===== config.mk =====
export PLATFORM = sky130hd
export DESIGN_NAME = regfile_port_ctrl
export DESIGN_NICKNAME = d
export VERILOG_FILES = /design/src/rtl/regfile_port_ctrl.sv
export SDC_FILE = /design/constraint.sdc
export NUM_CORES = 1
export LEC_CHECK = 0
export CAP_MARGIN = 10
export CORE_MARGIN = 1
export CORE_UTILIZATION = 50
export CTS_CLUSTER_SIZE = 30
export DETAILED_ROUTE_END_ITERATION = 10
export PLACE_DENSITY_LB_ADDON = 0.25
export SLEW_MARGIN = 0
export SYNTH_ARGS = -nofsm -noshare
export SYNTH_HDL_FRONTEND = slang
export SYNTH_SLANG_ARGS = --single-unit

===== constraint.sdc =====
create_clock -name clk_i -period 11.1 [get_ports clk_i]
set_clock_uncertainty 0.1 [all_clocks]
set_input_delay 1.11 -clock clk_i [delete_from_list [all_inputs] [get_ports clk_i]]
set_output_delay 1.11 -clock clk_i [all_outputs]
set_load 0.005 [all_outputs]

===== src/rtl/regfile_port_ctrl.sv =====
// Time-shares the register file's read_op1 port between operand reads and queued
// writebacks; writebacks wait in a small FIFO, stale reads are held off.
module regfile_port_ctrl #(
    parameter int DEPTH         = 4,
    parameter int MAX_RD_STREAK = 4
) (
    input  logic        clk_i,
    input  logic        rst_i,
    input  logic        rd_req_i,
    input  logic [3:0]  rd_addr1_i,
    input  logic [3:0]  rd_addr2_i,
    output logic        rd_grant_o,
    output logic        rd_done_o,
    output logic [15:0] rd_op1_o,
    output logic [15:0] rd_op2_o,
    output logic [15:0] rd_r15_o,
    input  logic        wb_valid_i,
    input  logic        wb_we_i,
    input  logic [3:0]  wb_addr_i,
    input  logic [15:0] wb_data_i,
    input  logic        wb_r15we_i,
    input  logic [15:0] wb_r15_data_i,
    output logic        wb_ready_o,
    output logic        rf_regWrite_o,
    output logic        rf_R15write_o,
    output logic [3:0]  rf_read_op1_o,
    output logic [3:0]  rf_read_op2_o,
    output logic [15:0] rf_wrData_o,
    output logic [15:0] rf_wrR15_Data_o,
    input  logic [15:0] rf_op1_Out_i,
    input  logic [15:0] rf_op2_Out_i,
    input  logic [15:0] rf_R15_Out_i
);
    localparam int PW = $clog2(DEPTH);
    localparam int CW = PW + 1;
    localparam int SW = $clog2(MAX_RD_STREAK + 1);
    localparam logic [SW-1:0] STREAK_MAX = SW'(MAX_RD_STREAK);

    typedef struct packed {
        logic        we;
        logic [3:0]  addr;
        logic [15:0] data;
        logic        r15we;
        logic [15:0] r15_data;
    } wb_ent_t;

    typedef enum logic [1:0] {SLOT_IDLE, SLOT_READ, SLOT_WRITE} slot_e;

    wb_ent_t       fifo_q [DEPTH];
    logic [PW-1:0] wr_ptr_q, rd_ptr_q;
    logic [CW-1:0] count_q, count_d;
    logic [SW-1:0] streak_q, streak_d;
    logic          rd_done_q;
    logic [15:0]   rd_op1_q, rd_op2_q, rd_r15_q;

    slot_e         slot;
    wb_ent_t       head, ent_in;
    logic          full, empty, hazard, push, pop;
    logic [PW-1:0] idx;

    assign full   = (count_q == CW'(DEPTH));
    assign empty  = (count_q == '0);
    assign head   = fifo_q[rd_ptr_q];
    assign ent_in = '{we: wb_we_i, addr: wb_addr_i, data: wb_data_i,
                      r15we: wb_r15we_i, r15_data: wb_r15_data_i};

    // Only queued entries count; a same-cycle push is ordered after the read.
    always_comb begin
        hazard = 1'b0;
        idx    = '0;
        for (int i = 0; i < DEPTH; i++) begin
            idx = rd_ptr_q + PW'(i);
            if (CW'(i) < count_q) begin
                if ((fifo_q[idx].we && (fifo_q[idx].addr == rd_addr1_i ||
                                        fifo_q[idx].addr == rd_addr2_i)) ||
                    fifo_q[idx].r15we)
                    hazard = 1'b1;
            end
        end
    end

    always_comb begin
        slot = SLOT_IDLE;
        if (rst_i)
            slot = SLOT_IDLE;
        else if (full)
            slot = SLOT_WRITE;
        else if (!empty && streak_q == STREAK_MAX)
            slot = SLOT_WRITE;
        else if (rd_req_i && !hazard)
            slot = SLOT_READ;
        else if (!empty)
            slot = SLOT_WRITE;
    end

    always_comb begin
        rd_grant_o      = 1'b0;
        rf_regWrite_o   = 1'b0;
        rf_R15write_o   = 1'b0;
        rf_read_op1_o   = '0;
        rf_read_op2_o   = '0;
        rf_wrData_o     = '0;
        rf_wrR15_Data_o = '0;
        case (slot)
            SLOT_WRITE: begin
                rf_read_op1_o   = head.addr;
                rf_regWrite_o   = head.we;
                rf_wrData_o     = head.data;
                rf_R15write_o   = head.r15we;
                rf_wrR15_Data_o = head.r15_data;
            end
            SLOT_READ: begin
                rf_read_op1_o = rd_addr1_i;
                rf_read_op2_o = rd_addr2_i;
                rd_grant_o    = 1'b1;
            end
            default: ;
        endcase
    end

    // Writebacks with no enable are accepted but never occupy a slot.
    assign push = wb_valid_i && !full && (wb_we_i || wb_r15we_i);
    assign pop  = (slot == SLOT_WRITE);

    always_comb begin
        count_d = count_q;
        if (push && !pop)
            count_d = count_q + CW'(1);
        else if (pop && !push)
            count_d = count_q - CW'(1);

        streak_d = streak_q;
        if (slot == SLOT_WRITE || empty)
            streak_d = '0;
        else if (slot == SLOT_READ && streak_q != STREAK_MAX)
            streak_d = streak_q + SW'(1);
    end

    always_ff @(posedge clk_i) begin
        if (rst_i) begin
            wr_ptr_q  <= '0;
            rd_ptr_q  <= '0;
            count_q   <= '0;
            streak_q  <= '0;
            rd_done_q <= 1'b0;
            rd_op1_q  <= '0;
            rd_op2_q  <= '0;
            rd_r15_q  <= '0;
        end else begin
            if (push)
                wr_ptr_q <= wr_ptr_q + PW'(1);
            if (pop)
                rd_ptr_q <= rd_ptr_q + PW'(1);
            count_q   <= count_d;
            streak_q  <= streak_d;
            rd_done_q <= (slot == SLOT_READ);
            if (slot == SLOT_READ) begin
                rd_op1_q <= rf_op1_Out_i;
                rd_op2_q <= rf_op2_Out_i;
                rd_r15_q <= rf_R15_Out_i;
            end
        end
    end

    always_ff @(posedge clk_i) begin
        if (push && !rst_i)
            fifo_q[wr_ptr_q] <= ent_in;
    end

    assign wb_ready_o = !full;
    assign rd_done_o  = rd_done_q;
    assign rd_op1_o   = rd_op1_q;
    assign rd_op2_o   = rd_op2_q;
    assign rd_r15_o   = rd_r15_q;

endmodule


# After elaboration in Yosys (flattened, before gate mapping)
# Memories as Yosys holds them, arrays and structs flattened. A register that Yosys moved wholly into a read port is not among the register bits.
# Cells that the tools add are included.
[totals] ff_bits=59 latch_bits=0 ram_bits=152 romBits=0 input_bits=98 out_inout_bits=93 word_cells=90 memories=1
[op_classes] add_sub_neg=7 multipliers=0 div=0 order_cmp=4 n_eq_ne=13 shift=0 n_mux=26 n_bitwise=0 n_reduce_logical=31
[memory_table] name="fifo_q" words=4 width=38 rd=4 rd_clocked_by_memory_dff=1 write_ports=1 line_no="49" text="wb_ent_t fifo_q [DEPTH];"
[ops] operator="$eq 4x4->1" count=8
[ops] operator="$mux 16" count=2
[ops] operator="$mux 2" count=7
[ops] operator="$mux 1" count=13
[ops] operator="$logic_and 1x1->1" count=12
[ops] operator="$logic_or 1x1->1" count=10
[ops] operator="$pmux 4 s2" count=1
[ops] operator="$add 3x1->3 const B" count=2
[ops] operator="$eq 3x3->1 const B" count=2
[ops] operator="$logic_not 1->1" count=6
[ops] operator="$lt 1x3->1 const A" count=2
[ops] operator="$lt 2x3->1 const A" count=2
[ops] operator="$mux 3" count=2
[ops] operator="$add 2x1->2 const B" count=2
[ops] operator="$add 2x2->2 const B" count=2
[ops] operator="$mux 4" count=1
[ops] operator="$logic_not 3->1" count=1
[ops] operator="$ne 3x3->1 const B" count=1
[ops] operator="$sub 3x1->3 const B" count=1
[ops] operator="$eq 2x1->1 const B" count=1
[ops] operator="$eq 2x2->1 const B" count=1
[ops] operator="$reduce_bool 2->1" count=1
[ops] operator="$reduce_or 2->1" count=1

# Longest topological paths before layout
# Gate-level depths: netlist of run 1.
[logic_depth] word_depth=22 depth_mapped=17 depth_no_buf=14

# Worst setup path after synthesis of run 1
# No wires, ideal clock.
[synth_path] kind="input port to output port" from="in rd_addr1_i[0]" to="out rf_read_op1_o[3]" arrival_ns=3.452 required_time_ns=9.890 setup_slack_ns=6.438 path_stages=12 path_buffers=3 path_cell_list="clkbuf_1 > xnor2_1 > nand4_1 > a21oi_1 > nor4b_1 > a311oi_2 > o31ai_1 > ha_1 > clkbuf_1 > clkbuf_1 > a22oi_1 > nor2_1"
[synth_via] elab_chain_cells=20 elab_cells_between_ends=33 cone_classes="eq/ne: 6; mux: 13; reduce/logical: 14"
[synth_lines] item="start: declaration" line_no="10" text="input logic [3:0] rd_addr1_i,"
[synth_lines] item="$eq 4x4->1" line_no="74" text="if ((fifo_q[idx].we && (fifo_q[idx].addr == rd_addr1_i ||"
[synth_lines] item="$logic_or 1x1->1" line_no="74"
[synth_lines] item="$logic_and 1x1->1" line_no="74"
[synth_lines] item="$logic_or 1x1->1" line_no="75" text="fifo_q[idx].addr == rd_addr2_i)) ||"
[synth_lines] item="$mux 1" line_no="74"
[synth_lines] item="$mux 1" line_no="73" text="if (CW'(i) < count_q) begin"
[synth_lines] item="$mux 1" line_no="74"
[synth_lines] item="$mux 1" line_no="73"
[synth_lines] item="(+4 left out)"
[synth_lines] item="$logic_not 1->1 (*)" line_no="90" text="else if (rd_req_i && !hazard)"
[synth_lines] item="$logic_and 1x1->1 (*)" line_no="90"
[synth_lines] item="$mux 2 (*)" line_no="90"
[synth_lines] item="$mux 2 (*)" line_no="88" text="else if (!empty && streak_q == STREAK_MAX)"
[synth_lines] item="$mux 2 (*)" line_no="86" text="else if (full)"
[synth_lines] item="$mux 2 (*)" line_no="84" text="if (rst_i)"
[synth_lines] item="$eq 2x1->1 / $eq 2x2->1 (equally long branches)" line_no="104" text="case (slot)"
[synth_lines] item="$pmux 4 s2 (*)" line_no="104"
[synth_lines] item="end: declaration" line_no="26" text="output logic [3:0] rf_read_op1_o,"
# Mark *: on every way between the ends. The rest lies on a longest branch, timed or not.

# Worst setup path after layout of run 1
[layout_path] from="reg rd_ptr_q[0]" to="out rf_read_op1_o[3]"
[layout_via] elab_chain_cells=20 elab_cells_between_ends=34 cone_classes="add/sub: 3; eq/ne: 8; mux: 11; reduce/logical: 11; memory: 1"
[layout_lines] item="start: declaration" line_no="50" text="logic [PW-1:0] wr_ptr_q, rd_ptr_q;"
[layout_lines] item="start signal: assignment" line_no="153" text="rd_ptr_q <= rd_ptr_q + PW'(1);"
[layout_lines] item="$add 2x1->2" line_no="72" text="idx = rd_ptr_q + PW'(i);"
[layout_lines] item="$mem_v2 4x38 (*)"
[layout_lines] item="$eq 4x4->1, on equally long branches" line_no="74, 75"
[layout_lines] item="$logic_or 1x1->1" line_no="74"
[layout_lines] item="$logic_and 1x1->1" line_no="74"
[layout_lines] item="$logic_or 1x1->1" line_no="75"
[layout_lines] item="$mux 1" line_no="74"
[layout_lines] item="$mux 1" line_no="73"
[layout_lines] item="(+4 left out)"
[layout_lines] item="$logic_not 1->1 (*)" line_no="90"
[layout_lines] item="$logic_and 1x1->1 (*)" line_no="90"
[layout_lines] item="$mux 2 (*)" line_no="90"
[layout_lines] item="$mux 2 (*)" line_no="88"
[layout_lines] item="$mux 2 (*)" line_no="86"
[layout_lines] item="$mux 2 (*)" line_no="84"
[layout_lines] item="$eq 2x1->1 / $eq 2x2->1 (equally long branches)" line_no="104"
[layout_lines] item="$pmux 4 s2 (*)" line_no="104"
# Marked as above.

==> impl_metrics.env, run 1 <==
export IMPL_r2r_start="rd_ptr_q[0]"
export IMPL_max_slew_margin_pct=29.1
export IMPL_finalPower_uw=2480
export IMPL_cp_max_fo=53
export IMPL_min_period_over_period_pct=57.9
export IMPL_peakVddDrop_mv=0.156
export IMPL_first_pass_iters=5
export IMPL_path_clk_slew_ns=0.06
export IMPL_critPathKind="reg2out"
export IMPL_post_cts_buffers=0
export IMPL_mostFrequentLayoutCells="clkdlybuf4s50_1 (189), edfxtp_1 (152), nor2_1 (63), dfxtp_1 (59), mux4_2 (53)"
export IMPL_synth_area_um2=9070
export IMPL_layout_min_cycle_time_ns=6.43
export IMPL_grt_pass1_vias=5593
export IMPL_cts_made_buffers=22
export IMPL_pwr_share_seq_pct=40.1
export IMPL_max_slew_worst_pin_slew_ns=1.06
export IMPL_die_w_um=137
export IMPL_synth_ff_type="edfxtp_1"
export IMPL_ioPinCount=191
export IMPL_max_freq_mhz=156
export IMPL_endpoint_kind="output pin"
export IMPL_finalSetupTns_ns=0
export IMPL_power_density_nw_per_um2=210
export IMPL_place_congestion=0.928
export IMPL_leakage_uw=0.00388
export IMPL_ant_nets=0
export IMPL_htree_levels=1
export IMPL_hold_path_startpoint="rd_r15_o[1]"
export IMPL_nets=866
export IMPL_swShare_pct=28.0
export IMPL_syn_inst=573
export IMPL_final_common_cell="clkdlybuf4s50_1"
export IMPL_grt_overflow=0
export IMPL_status="finished clean"
export IMPL_dieArea_um2=18700
export IMPL_vias=5394
export IMPL_power_frac_comb_pct=32.4
export IMPL_synth_seq_cells=213
export IMPL_fp_row_count=48
export IMPL_instances_no_fill=996
export IMPL_yosysTopAreaCell="edfxtp_1"
export IMPL_crit_required_ns=9.89
export IMPL_via_per_inst=5.42
export IMPL_io_buffers=190
export IMPL_syn_to_final_growth_pct=30.2
export IMPL_cts_tree="done"
export IMPL_cp_arrival_ns=5.22
export IMPL_clock_root_buffer="clkbuf_16"
export IMPL_hold_path_class="reg2reg"
export IMPL_setup_violations=0
export IMPL_core_area_um2=17500
export IMPL_hold_buffers=0
export IMPL_avgRoutedWirePerCell_um=19.0
export IMPL_async_flop_share_pct=0
export IMPL_yosysSeqAreaShare_pct=63.8
export IMPL_synthesis_area_per_instance_um2=15.8
export IMPL_slew_violations=0
export IMPL_yosysTopAreaCellShare_pct=50.3
export IMPL_syn_nets=685
export IMPL_startpoint_type="flop"
export IMPL_rsz0062_at_grt="no"
export IMPL_antenna_found_initial=0
export IMPL_fp_dieH_um=137
export IMPL_synth_cell_types=38
export IMPL_maxCapViolations=0
export IMPL_fillers=1174
export IMPL_cts_resized_gates=0
export IMPL_grt_pass1_wl_um=29100
export IMPL_grt_max_degree=62
export IMPL_drt_iter0_markers=245
export IMPL_dp_hpwl_um=12400
export IMPL_clock_power_share_pct=27.5
export IMPL_drc=0
export IMPL_start_util_pct=51.9
export IMPL_final_hold_viol_count=0
export IMPL_whs_ns=0.395
export IMPL_grt_usage_pct=20.5
export IMPL_max_clock_path_buffers=3
export IMPL_drt_wl_total_um=18900
export IMPL_crit_start="rd_ptr_q[0]"
export IMPL_p_switching_uw=693
export IMPL_layout_drive_gt1_share_pct=13.0
export IMPL_clock_sinks=213
export IMPL_yosys_warnings=0
export IMPL_insertion_delay_ns=0.50
export IMPL_power_internal_uw=1780
export IMPL_dp_cells=955
export IMPL_synth_area_leaders="edfxtp_1 (50%), dfxtp_1 (13%), mux4_2 (13%)"
export IMPL_synth_edf_count=152
registers in the layout (all words and copies together) (netlist names), named ones only:
register and cells:
fifo_q 152, rd_done_o 1, streak_q 3, wr_ptr_q 2, rd_ptr_q 2, rd_op1_o 16, rd_r15_o 16, rd_op2_o 16
count_q 3
power by group through the flow:
stage	Combinational [uW]	Clock (uW)	Sequential, uW
6_report	801	680	994
5_1_grt	873	726	1010
4_1_cts	813	696	996
3_5_place_dp	807	0	1010
3_3_place_gp	793	0	1010
2_1_floorplan	527	0	979
worst max-delay path, stage by stage, from the launching register on:
cell             delay (ns)
dfxtp_1                0.97
mux4_1                 0.73
xnor2_1                0.16
nand4_1                0.12
a221oi_2               0.07
nor4_1                 0.36
a311oi_2               0.12
o31ai_1                0.34
ha_2                   0.28
buf_4                  0.65
a22oi_1                0.23
nor2_1                 0.15
clkdlybuf4s50_1        0.51
path summary, 6_finish.rpt:
kind,end,slack (ns),depth (start not counted)
setup reg to reg,count_q[2],6.30,13
hold reg to reg,rd_r15_o[1],0.39,2
setup / recovery,rf_read_op1_o[3],4.67,12
hold / removal,rd_r15_o[1],0.39,2
cells in the mapped netlist, drive strengths merged, types with 2 or more instances:
cell	number
a22oi	4
clkbuf	28
xnor2	31
nor4	2
nor3	3
a21oi	10
dfxtp	61
or3	2
ha	14
nor2	63
nand2	6
edfxtp	152
xor2	7
buf	9
inv	10
and2	41
mux2i	51
o21ai	2
nand4	8
mux4	54
final cells by class:
type | instances | area, um2 | share of cell area, %
Clock buffer | 27 | 579 | 4.91
Clock inverter | 12 | 93.8 | 0.795
Inverter | 10 | 37.5 | 0.318
Sequential cell | 213 | 5790 | 49.0
Antenna cell | 2 | 5.00 | 0.0424
Multi-Input combinational cell | 313 | 3090 | 26.2
Tap cell | 225 | 282 | 2.38
Timing Repair Buffer | 194 | 1930 | 16.3
routing by layer:
metal | wire (um) | up-vias | track usage, %
li1 | - | 2510 | -
met1 | 7670 | 2667 | 25.7
met2 | 9550 | 189 | 36.0
met3 | 1380 | 28 | 4.26
met4 | 320 | 0 | 5.86
met5 | 0 | - | 0
logic make-up after synthesis:
| kind of cell | count (synthesis) | share of synthesized area, % |
|---|---|---|
| and+or+nand+nor | 130 | 7.11 |
| adders and majority gates | 14 | 1.93 |
| AOI/OAI and AO/OA | 25 | 2.10 |
| buffers and inverters | 47 | 2.19 |
| muxes | 106 | 19.2 |
| xor gates and xnor gates | 38 | 3.67 |
| DFF | 213 | 63.8 |
through the flow:
stage / utilization (%) / worst slack (ns) / instance area (um2)
6_report: 67.5 / 4.67 / 11800
5_1_grt: 67.5 / 4.30 / 11800
4_1_cts: 67.5 / 4.62 / 11800
3_5_place_dp: 63.7 / 5.15 / 11100
3_3_place_gp: 63.7 / 5.29 / 11100
2_1_floorplan: - / 6.44 / 9070
No activity file was read; power rests on OpenSTA's default activity.
==> run 2: changes to the inputs <==
==> constraint.sdc (replaced) <==
create_clock -name clk_i -period 6.6 [get_ports clk_i]
set_clock_uncertainty 0.1 [all_clocks]
set_input_delay 0.66 -clock clk_i [delete_from_list [all_inputs] [get_ports clk_i]]
set_output_delay 0.66 -clock clk_i [all_outputs]
set_load 0.005 [all_outputs]
==> impl_metrics.env, run 2 (synthesis results as in run 1) <==
export IMPL_htree_levels=1
export IMPL_drt_iter0_markers=197
export IMPL_die_w_um=137
export IMPL_dp_hpwl_um=12500
export IMPL_first_pass_iters=5
export IMPL_avgRoutedWirePerCell_um=19.0
export IMPL_insertion_delay_ns=0.50
export IMPL_final_common_cell="clkdlybuf4s50_1"
export IMPL_whs_path_depth=2
export IMPL_met1_length_um=7460
export IMPL_top_layer="met4"
export IMPL_wl_met3_um=1490
export IMPL_rr_worst_depth=11
export IMPL_grt_overflow=0
export IMPL_peakVddDrop_mv=0.292
export IMPL_slew_violations=0
export IMPL_cts_resized_gates=0
export IMPL_syn_to_final_growth_pct=31.8
export IMPL_setup_violations=0
export IMPL_hold_path_startpoint="rd_r15_o[8]"
export IMPL_layout_min_cycle_time_ns=5.68
export IMPL_layout_drive_gt1_share_pct=13.6
export IMPL_r2r_end="rd_r15_o[11]"
export IMPL_final_core_util_pct=68.4
export IMPL_ant_nets=0
export IMPL_place_area_um2=11100
export IMPL_diodes=0
export IMPL_post_cts_buffers=0
export IMPL_final_area_um2=11900
export IMPL_multi_input_area_um2=3090
export IMPL_maxCapViolations=0
export IMPL_drt_wl_total_um=18900
export IMPL_max_slew_margin_pct=27.4
export IMPL_clock_sinks=213
export IMPL_rsz0062_at_grt="no"
export IMPL_place_congestion=0.842
export IMPL_start_util_pct=51.9
export IMPL_grt_pass1_wl_um=29300
export IMPL_max_slew_worst_pin_slew_ns=1.09
export IMPL_finalPower_uw=4400
export IMPL_crit_required_ns=5.84
export IMPL_min_to="rd_r15_o[8]"
export IMPL_dr_wl_met2_um=9680
export IMPL_mostFrequentLayoutCells="clkdlybuf4s50_1 (189), edfxtp_1 (152), nor2_1 (63), dfxtp_1 (59), mux4_2 (53)"
export IMPL_r2r_start="rd_ptr_q[0]"
export IMPL_clock_root_buffer="clkbuf_16"
export IMPL_cp_arrival_ns=4.92
export IMPL_hold_buffers=0
export IMPL_leakage_uw=0.00395
export IMPL_power_density_nw_per_um2=368
export IMPL_grt_pass1_vias=5664
export IMPL_critPathKind="reg2out"
export IMPL_largest_register_ffs=152
export IMPL_cts_made_buffers=23
export IMPL_nets=867
export IMPL_final_hold_viol_count=0
export IMPL_fillers=1188
export IMPL_top_register="fifo_q"
export IMPL_vias=5406
export IMPL_path_clk_slew_ns=0.05
export IMPL_antenna_found_initial=0
export IMPL_reg2reg_slack_ns=1.82
export IMPL_seq_area_um2=5790
export IMPL_startpoint_type="flop"
export IMPL_status="finished clean"
export IMPL_grt_usage_pct=20.5
export IMPL_grt_max_degree=62
export IMPL_core_area_um2=17500
export IMPL_cts_tree="done"
export IMPL_via_per_inst=5.42
export IMPL_cp_max_fo=24
export IMPL_max_freq_mhz=176
export IMPL_io_buffers=190
export IMPL_dieArea_um2=18700
export IMPL_max_clock_path_buffers=3
export IMPL_fp_row_count=48
export IMPL_endpoint_kind="output pin"
export IMPL_finalSetupTns_ns=0
export IMPL_ioPinCount=191
export IMPL_min_period_over_period_pct=86.1
export IMPL_drc=0
export IMPL_fp_dieH_um=137
export IMPL_hold_path_class="reg2reg"
-- run 2: changes by cell type in the layout (fill, tap and decap cells not counted), sizes merged --
cell,before,now
bufinv,1,6
clkbuf,27,25
clkinv,10,8
diode,2,0
inv,10,12
-- run 2: cell type report --
type | instances | share of cell area [%]
clock buffer | 25 | 4.88
timing repair buffer | 194 | 16.1
tap | 225 | 2.36
sequential | 213 | 48.4
clock inverter | 17 | 2.01
multi-input combinational | 313 | 25.9
inverter | 10 | 0.314
-- run 2: through the flow --
step | std cells | setup WS [ns] | hold WS [ns]
after floorplan | 573 | 2.59 | 0.369
after global placement | 955 | 1.53 | 0.372
after detailed placement | 955 | 1.38 | 0.388
after CTS | 997 | 0.848 | 0.401
after global routing | 997 | 0.468 | 0.419
final | 997 | 0.920 | 0.394
-- run 2: per-layer routing --
layer  up-vias  GRT usage, %
met2       187          35.9
met4         0          5.00
met5         -             0
met1      2686          25.4
li1       2514             -
met3        19          5.37
-- run 2: where the power goes --
part / internal, uW / total (uW) / switching [uW]
Combinational: 771 / 1340 / 566
Clock: 874 / 1380 / 501
Sequential: 1560 / 1680 / 122
Total: 3210 / 4400 / 1190
-- run 2: how the worst max path moves through the flow --
stage,start,endpoint,cells after the start
5_1_grt,rd_ptr_q[0],rf_read_op1_o[3],11
6_report,rd_ptr_q[0],rf_read_op1_o[3],11
3_5_place_dp,rd_ptr_q[0],rf_read_op1_o[3],11
2_1_floorplan,flop,rf_read_op1_o[3],13
4_1_cts,rd_ptr_q[0],rf_read_op1_o[3],11
3_3_place_gp,rd_ptr_q[0],rf_read_op1_o[3],11
-- run 2: worst max-delay path, cell delays in order (launching register included) --
cell             delay, ns
dfxtp_1               1.00
mux4_1                0.72
xnor2_1               0.16
nand4_1               0.12
a221oi_2              0.07
nor4_1                0.38
a311oi_2              0.12
o31ai_1               0.35
ha_2                  0.66
a22oi_1               0.19
nor2_1                0.14
clkdlybuf4s50_1       0.51
==> run 3: changes to the inputs <==
--- a/config.mk
+++ b/config.mk
@@ -7,7 +7,7 @@
 export LEC_CHECK = 0
 export CAP_MARGIN = 10
 export CORE_MARGIN = 1
-export CORE_UTILIZATION = 50
+export CORE_UTILIZATION = 31
 export CTS_CLUSTER_SIZE = 30
 export DETAILED_ROUTE_END_ITERATION = 10
 export PLACE_DENSITY_LB_ADDON = 0.25
==> impl_metrics.env, run 3 (synthesis results as in run 1) <==
export IMPL_max_slew_worst_pin_slew_ns=0.882
export IMPL_grt_use_met2_pct=22.2
export IMPL_avgRoutedWirePerCell_um=17.7
export IMPL_cts_resized_gates=0
export IMPL_via_per_inst=4.63
export IMPL_nets=874
export IMPL_fillers=2640
export IMPL_slew_violations=0
export IMPL_power_internal_uw=3080
export IMPL_max_clock_path_buffers=3
export IMPL_cp_max_fo=39
export IMPL_cpPeakStageDelay_ns=0.76
export IMPL_grt_max_degree=62
export IMPL_grt_pass1_wl_um=32700
export IMPL_insertion_delay_ns=0.54
export IMPL_crit_chain="mux4_1 > xnor2_1 > nand4_1 > a221oi_2 > nor4_1 > a311oi_2 > o31a_1 > ha_1 > buf_4 > inv_1 > nor2_1 > clkdlybuf4s50_1"
export IMPL_p_switching_uw=1230
export IMPL_crit_buf_inv=3
export IMPL_use_met3_pct=3.67
export IMPL_min_period_over_period_pct=81.4
export IMPL_finalSetupTns_ns=0
export IMPL_leakage_uw=0.00394
export IMPL_diodes=0
export IMPL_multi_input_area_um2=3090
export IMPL_final_common_cell="clkdlybuf4s50_1"
export IMPL_finalPower_uw=4310
export IMPL_critPathKind="reg2out"
export IMPL_seq_area_um2=5790
export IMPL_dieArea_um2=29900
export IMPL_grt_overflow=0
export IMPL_fp_row_count=62
export IMPL_power_frac_comb_pct=32.2
export IMPL_top_usage_layer="met2"
export IMPL_peakVddDrop_mv=0.174
export IMPL_endpoint_kind="output pin"
export IMPL_drt_iter0_markers=226
export IMPL_hold_path_class="reg2reg"
export IMPL_core_area_um2=28700
export IMPL_drc=0
export IMPL_pwr_share_seq_pct=38.3
export IMPL_maxCapViolations=0
export IMPL_cp_top_family="buffers and inverters"
export IMPL_syn_to_final_growth_pct=33.7
export IMPL_dp_hpwl_um=13100
export IMPL_layout_drive_gt1_share_pct=13.8
export IMPL_clock_sinks=213
export IMPL_met1_usage_pct=18.5
export IMPL_cp_arrival_ns=4.61
export IMPL_rsz0062_at_grt="no"
export IMPL_top_register="fifo_q"
export IMPL_cts_tree="done"
export IMPL_cts_made_buffers=24
export IMPL_layout_min_cycle_time_ns=5.37
export IMPL_grt_pass1_vias=5763
export IMPL_status="finished clean"
export IMPL_place_congestion=0.742
export IMPL_startpoint_type="flop"
export IMPL_hold_buffers=0
export IMPL_ant_nets=0
export IMPL_grt_usage_pct=13.8
export IMPL_drt_wl_total_um=20500
export IMPL_die_w_um=173
export IMPL_htree_levels=1
export IMPL_post_cts_buffers=0
export IMPL_mostFrequentLayoutCells="clkdlybuf4s50_1 (189), edfxtp_1 (152), nor2_1 (63), dfxtp_1 (59), mux4_2 (53)"
export IMPL_path_clk_slew_ns=0.06
export IMPL_fp_dieH_um=173
export IMPL_largest_register_ffs=152
export IMPL_start_util_pct=31.6
export IMPL_swShare_pct=28.5
export IMPL_max_freq_mhz=186
export IMPL_cp_slowest_cell="dfxtp_1"
export IMPL_power_density_nw_per_um2=355
export IMPL_vias=5378
export IMPL_clock_power_share_pct=29.6
export IMPL_antenna_found_initial=1
export IMPL_io_buffers=190
export IMPL_first_pass_iters=4
export IMPL_max_slew_margin_pct=41.1
export IMPL_setup_violations=0
export IMPL_ioPinCount=191
export IMPL_clock_root_buffer="clkbuf_16"
export IMPL_final_hold_viol_count=0
export IMPL_crit_required_ns=5.84
-- run 3: final cells by class --
| type | instances | share of cell area, % |
|---|---|---|
| sequential | 213 | 47.7 |
| multi-input combinational | 313 | 25.5 |
| clock buffer | 32 | 5.46 |
| clock inverter | 9 | 0.774 |
| tap | 384 | 3.96 |
| timing repair buffer | 200 | 16.3 |
| inverter | 10 | 0.310 |
-- run 3: worst min-delay path: cells and delay by family (launching register included) --
kind             cells  cell delay (ns)
muxes                1             0.06
and+or+nand+nor      1             0.07
DFF                  1             0.32
-- run 3: worst paths after layout --
path         slack [ns]  depth (start not counted)         from            end
max                1.23                         12  rd_ptr_q[0]  rf_regWrite_o
min                0.39                          2  rd_r15_o[8]    rd_r15_o[8]
max reg2reg        2.13                         13  rd_ptr_q[0]     count_q[2]
min reg2reg        0.39                          2  rd_r15_o[8]    rd_r15_o[8]
-- run 3: power by group through the flow --
stage | clock network (uW) | registers (uW) | logic, uW
detailed placement | 0 | 1680 | 1410
CTS | 1320 | 1650 | 1420
global placement | 0 | 1680 | 1410
floorplan | 0 | 1650 | 887
global route | 1360 | 1670 | 1520
finish | 1270 | 1650 | 1390
-- run 3: metal layers --
| metal | wire [um] | share of wire (%) | vias up |
|---|---|---|---|
| met5 | 17 | 0.083 | - |
| met4 | 457 | 2.2 | 2 |
| met3 | 1370 | 6.7 | 30 |
| met2 | 9080 | 44 | 189 |
| met1 | 9570 | 47 | 2623 |
| li1 | - | - | 2534 |
-- run 3: per-stage QoR --
step	utilization (%)	instances	area, um2	hold slack, ns	worst slack, ns
floorplan	-	573	9070	0.369	2.59
detailed placement	39.6	1120	11400	0.380	1.68
global placement	39.6	1120	11400	0.373	1.78
finish	42.2	1161	12100	0.389	1.23
global route	42.2	1161	12100	0.419	0.804
CTS	42.2	1161	12100	0.395	1.10
